### src/rtl/fifo_rd_ptr_ctrl_if.sv
// Read-side bundle of the dual-clock FIFO: consumer request, synchronized
// write pointer in, and the read pointer, RAM controls and status out.
interface fifo_rd_ptr_ctrl_if #(
    parameter int unsigned ADDRWIDTH = 3
);
    localparam int unsigned PW = ADDRWIDTH + 1;

    logic                 re;
    logic [PW-1:0]        wptr_gray_sync;
    logic [PW-1:0]        rptr_gray;
    logic [ADDRWIDTH-1:0] raddr;
    logic                 mem_re;
    logic                 dvld;
    logic                 empty;
    logic                 almost_empty;
    logic [PW-1:0]        rd_count;
    logic                 underflow;

    // Controller side
    modport slave (
        input  re,
        input  wptr_gray_sync,
        output rptr_gray,
        output raddr,
        output mem_re,
        output dvld,
        output empty,
        output almost_empty,
        output rd_count,
        output underflow
    );

    // Consumer / environment side
    modport master (
        output re,
        output wptr_gray_sync,
        input  rptr_gray,
        input  raddr,
        input  mem_re,
        input  dvld,
        input  empty,
        input  almost_empty,
        input  rd_count,
        input  underflow
    );
endinterface

### src/rtl/fifo_rd_ptr_ctrl.sv
// Read-domain pointer and flag controller for the dual-clock FIFO: keeps the
// binary/Gray read pointer pair and derives empty, count and status flags.
module fifo_rd_ptr_ctrl #(
    parameter int unsigned ADDRWIDTH = 3,
    parameter int unsigned AE_THRESH = 2
) (
    input  logic              clk,
    input  logic              aresetn,
    fifo_rd_ptr_ctrl_if.slave bus
);
    localparam int unsigned PW = ADDRWIDTH + 1;

    logic [PW-1:0] r_rbin;
    logic [PW-1:0] r_rptr_gray;
    logic          r_empty;
    logic          r_almost_empty;
    logic [PW-1:0] r_rd_count;
    logic          r_dvld;
    logic          r_underflow;

    logic          w_rd_fire;
    logic [PW-1:0] w_rbin_next;
    logic [PW-1:0] w_rgray_next;
    logic [PW-1:0] w_wbin;
    logic [PW-1:0] w_diff;

    // Bit i of the binary value is the XOR of all Gray bits from the MSB down to i.
    function automatic logic [PW-1:0] gray2bin(input logic [PW-1:0] g);
        logic [PW-1:0] b;
        b = '0;
        for (int i = 0; i < int'(PW); i++) begin
            b[i] = ^(g >> i);
        end
        return b;
    endfunction

    // Next-pointer and occupancy arithmetic
    always_comb begin
        w_rd_fire    = bus.re & ~r_empty;
        w_rbin_next  = r_rbin + PW'(w_rd_fire);
        w_rgray_next = w_rbin_next ^ (w_rbin_next >> 1);
        w_wbin       = gray2bin(bus.wptr_gray_sync);
        w_diff       = w_wbin - w_rbin_next;
    end

    // Pointer pair and registered status; empty compares Gray codes so the
    // extra MSB separates full from empty across the wrap.
    always_ff @(posedge clk or negedge aresetn) begin
        if (!aresetn) begin
            r_rbin         <= '0;
            r_rptr_gray    <= '0;
            r_empty        <= 1'b1;
            r_almost_empty <= 1'b1;
            r_rd_count     <= '0;
            r_dvld         <= 1'b0;
            r_underflow    <= 1'b0;
        end else begin
            r_rbin         <= w_rbin_next;
            r_rptr_gray    <= w_rgray_next;
            r_empty        <= (w_rgray_next == bus.wptr_gray_sync);
            r_almost_empty <= (w_diff <= PW'(AE_THRESH));
            r_rd_count     <= w_diff;
            r_dvld         <= w_rd_fire;
            r_underflow    <= bus.re & r_empty;
        end
    end

    // rptr_gray leaves straight from its flop for the write-domain synchronizer
    assign bus.rptr_gray    = r_rptr_gray;
    assign bus.raddr        = r_rbin[ADDRWIDTH-1:0];
    assign bus.mem_re       = w_rd_fire;
    assign bus.dvld         = r_dvld;
    assign bus.empty        = r_empty;
    assign bus.almost_empty = r_almost_empty;
    assign bus.rd_count     = r_rd_count;
    assign bus.underflow    = r_underflow;
endmodule

### src/flat_wrapper.sv
// flat-port wrapper written by rule: the top's interface ports become plain ports
module fifo_rd_ptr_ctrl_flat 
#(
    parameter int unsigned ADDRWIDTH = 3,
    parameter int unsigned AE_THRESH = 2
)
  (clk, aresetn, bus_re, bus_wptr_gray_sync, bus_rptr_gray, bus_raddr, bus_mem_re, bus_dvld, bus_empty, bus_almost_empty, bus_rd_count, bus_underflow);
  fifo_rd_ptr_ctrl_if #(.ADDRWIDTH(ADDRWIDTH)) bus_i ();
  input  logic clk;
  input  logic aresetn;
  input wire logic [$bits(bus_i.re)-1:0] bus_re;
  input wire logic [$bits(bus_i.wptr_gray_sync)-1:0] bus_wptr_gray_sync;
  output wire logic [$bits(bus_i.rptr_gray)-1:0] bus_rptr_gray;
  output wire logic [$bits(bus_i.raddr)-1:0] bus_raddr;
  output wire logic [$bits(bus_i.mem_re)-1:0] bus_mem_re;
  output wire logic [$bits(bus_i.dvld)-1:0] bus_dvld;
  output wire logic [$bits(bus_i.empty)-1:0] bus_empty;
  output wire logic [$bits(bus_i.almost_empty)-1:0] bus_almost_empty;
  output wire logic [$bits(bus_i.rd_count)-1:0] bus_rd_count;
  output wire logic [$bits(bus_i.underflow)-1:0] bus_underflow;
  assign bus_i.re = bus_re;
  assign bus_i.wptr_gray_sync = bus_wptr_gray_sync;
  assign bus_rptr_gray = bus_i.rptr_gray;
  assign bus_raddr = bus_i.raddr;
  assign bus_mem_re = bus_i.mem_re;
  assign bus_dvld = bus_i.dvld;
  assign bus_empty = bus_i.empty;
  assign bus_almost_empty = bus_i.almost_empty;
  assign bus_rd_count = bus_i.rd_count;
  assign bus_underflow = bus_i.underflow;
  fifo_rd_ptr_ctrl #(.ADDRWIDTH(ADDRWIDTH), .AE_THRESH(AE_THRESH)) u_core (.clk(clk), .aresetn(aresetn), .bus(bus_i));
endmodule
### config.mk
export PLATFORM = sky130hd
export DESIGN_NAME = fifo_rd_ptr_ctrl_flat
export DESIGN_NICKNAME = d
export VERILOG_FILES = /design/src/rtl/fifo_rd_ptr_ctrl_if.sv /design/src/rtl/fifo_rd_ptr_ctrl.sv /design/src/flat_wrapper.sv
export SDC_FILE = /design/constraint.sdc
export NUM_CORES = 1
export LEC_CHECK = 0
export BUFFER_PORTS_ARGS = -buffer_cell sky130_fd_sc_hd__buf_2
export CAP_MARGIN = 20
export CORE_MARGIN = 1
export CORE_UTILIZATION = 55
export CTS_BUF_LIST = sky130_fd_sc_hd__clkbuf_4
export DETAILED_ROUTE_END_ITERATION = 8
export PLACE_DENSITY = 0.84
export SLEW_MARGIN = 20
export SYNTH_ARGS = -nofsm -noshare
export SYNTH_HDL_FRONTEND = slang
export SYNTH_SLANG_ARGS = --single-unit
### constraint.sdc
create_clock -name clk -period 4.3 [get_ports clk]
set_input_delay 0.215 -clock clk [delete_from_list [all_inputs] [get_ports clk]]
set_output_delay 0.215 -clock clk [all_outputs]
set_load 0.02 [all_outputs]
==> key figures <==
Run status
  – Status: finished, violations left
  – Failing checks: design-rule violations

Clock network
  – CTS Buf Count: 3
  – H-tree depth: 1
  – Post-CTS Resized: 0
  – Clock latency on the worst-skew pair: 0.27 ns
  – Worst-path clk slew: 0.08 ns
  – Root Buffer: clkbuf_4
  – Bufs on Longest Clock Path: 2
  – # clock sinks: 15
  – CTS tree: yes

Routing
  – Via density: 5.27
  – DRT Wirelength: 1300 um
  – TritonRoute pass-1 iters: 6
  – Post-DR wirelength/cell: 13.0 um
  – Via Count: 527
  – Drt initial violations: 5
  – DRT antenna net count: 0
  – DRC viols: 1

Timing
  – Clock skew: 0.00177 ns
  – Total negative slack: 0 ns
  – Min Tclk post-route: 2.72 ns
  – Fmax: 368 MHz
  – Final cycle utilization of the critical path: 0.632
  – RSZ-0062 raised after global routing: false
  – Final Hold Viols: 0
  – Final Setup Violations: 0
  – Final Max Tran Viols: 0
  – Max_slew headroom: 0.721
  – Worst slew pin tran: 0.415 ns

Critical path
  – WS Path Type: flop to flop
  – Worst EP arrival: 2.88 ns
  – Worst R2R Path Depth: 9
  – RR Endpoint: u_core.bus.almost_empty
  – Crit path max fanout: 4
  – Startpoint types: flop
  – R2r startpoint: u_core.bus.empty
  – CP Capture Type: flop
  – R2R Setup Slk: 1.58 ns
  – Worst Path Required: 4.47 ns

Flow run
  – Max Cap Viol: 0

Floorplanning
  – DIE AREA: 1550 um2
  – Core Rows: 13
  – Initial core utilization: 0.589
  – Core area: 1300 um2
  – Die W: 39.3 um
  – Die Y-Extent: 39.3 um
  – I/O pin cnt: 23

Layout
  – Commonest non-fill, non-tap cell in the layout: buf_2
  – Nets: 98
  – Layout cells sized above 1: 0.388
  – Ant diodes: 0
  – Syn-to-layout area delta: 19.9%
  – Most frequent cells in the layout: buf_2, dfrtp_1, xnor2_1

Global routing
  – Total grt overflow: 0
  – Largest net degree at the start of global routing: 16
  – Vias in the first global route: 478
  – First-pass GRT wire length: 2050 um
  – Total global-route track usage: 0.205
  – Number of antenna violations at the first check in global routing: 0

Yosys
  – Cells after Synth: 60
  – Synth warn: 0
  – Post-Syn Nets: 72
  – Avg Inst Size Synth: 12.8 um2
  – Synth Register Bits: 15
  – Post-Syn Area: 767 um2
  – Seq/Total Area, Yosys: 0.493
  – Yosys cell types: 26

Worst hold path
  – Worst Hold End: u_core.bus.underflow
  – Worst hold path class: input pin to flop
  – Cells on Worst Hold Path: 2
  – Hold path start: bus_re

Place
  – PortBufs: 22
  – Final RePlAce weighted congestion: 0.709
  – DP HPWL: 1050 um
-- registers in the layout (all words and copies together), names as in the netlist --
name,count
u_core.bus.rd_count,4
u_core.r_rbin,4
u_core.bus.rptr_gray,3
u_core.bus.almost_empty,1
u_core.bus.dvld,1
u_core.bus.empty,1
u_core.bus.underflow,1
-- worst max path at each step --
stage	from	cells after the start	slack [ns]	end
final	u_core.bus.empty	9	1.58	u_core.bus.almost_empty
after global routing	u_core.bus.empty	9	1.37	u_core.bus.almost_empty
after CTS	u_core.bus.empty	9	1.57	u_core.bus.almost_empty
after detailed placement	u_core.bus.empty	9	1.61	u_core.bus.almost_empty
after global placement	u_core.bus.empty	9	1.78	u_core.bus.almost_empty
after floorplan	u_core.bus.empty	8	1.69	u_core.bus.rd_count[3]
-- worst max-delay path, cell delays in order (launching register included) --
cell       delay (ns)
dfstp_2          0.54
nor2b_1          0.06
ha_1             0.22
ha_1             0.25
xnor2_2          0.31
ha_1             0.33
nor3b_1          0.16
o21ai_0          0.23
a31oi_1          0.16
a2111oi_2        0.35
-- kinds of logic after synthesis --
logic type | Yosys count | synth area share
buf+inv | 6 | 0.0408
simple gates | 10 | 0.0832
fa+ha+maj | 5 | 0.0816
xor+xnor | 17 | 0.225
compound gates | 7 | 0.0767
flops | 15 | 0.493
-- layout make-up --
type | count | area, um2
Timing Repair Buffer | 23 | 120
Tap cell | 15 | 18.8
Inverter | 4 | 15.0
Fill cell | 106 | 382
Multi-Input combinational cell | 39 | 358
Clock buffer | 4 | 30.0
Sequential cell | 15 | 378
-- cells in the mapped netlist --
| library cell | n | area, um2 |
|---|---|---|
| a21boi_0 | 1 | 7.51 |
| dfstp_2 | 2 | 52.6 |
| dfrtp_1 | 13 | 325 |
| and2_1 | 1 | 6.26 |
| a211oi_1 | 1 | 7.51 |
| a211o_1 | 1 | 8.76 |
| nor3b_1 | 1 | 7.51 |
| nand2_1 | 1 | 3.75 |
| buf_6 | 1 | 11.3 |
| xor2_1 | 6 | 52.6 |
| or2_2 | 1 | 6.26 |
| ha_1 | 5 | 62.6 |
| xnor2_2 | 1 | 16.3 |
| xnor2_1 | 9 | 78.8 |
| a2111oi_2 | 1 | 15.0 |
| and4_1 | 1 | 8.76 |
| nand3_1 | 2 | 10.0 |
| nor2b_1 | 1 | 6.26 |
| o21ai_0 | 1 | 5.00 |
| a31oi_1 | 1 | 6.26 |
| or3_1 | 1 | 6.26 |
| nand4b_1 | 1 | 8.76 |
| xor3_2 | 1 | 25.0 |
| clkbuf_2 | 1 | 5.00 |
| a21oi_2 | 1 | 8.76 |
| inv_1 | 4 | 15.0 |
-- metal layers --
metal	GRT usage	wire [um]	vias up
met1	0.268	540	250
met5	0	0	-
li1	-	-	257
met4	0.0517	0	0
met3	0.0341	51	0
met2	0.350	711	20
-- stage by stage --
step                hold WS, ns  setup slack [ns]  utilization  cells  instance area, um2
detailed placement        0.131              1.61        0.676     95                 880
finish                    0.175              1.58        0.707    100                 920
global placement          0.124              1.78        0.676     95                 880
floorplan               -0.0806              1.69            -     60                 767
CTS                       0.170              1.57        0.707    100                 920
global route              0.163              1.37        0.707    100                 920
-- what timing repair did --
action,in CTS,in global routing
setup endpoints to repair,0,0
hold endpoints to repair,13,0
buffers inserted,0,0
hold buffers,1,0
Power is not shown: default switching activity piles up to over one toggle a cycle in this logic, so the estimate is an artifact.
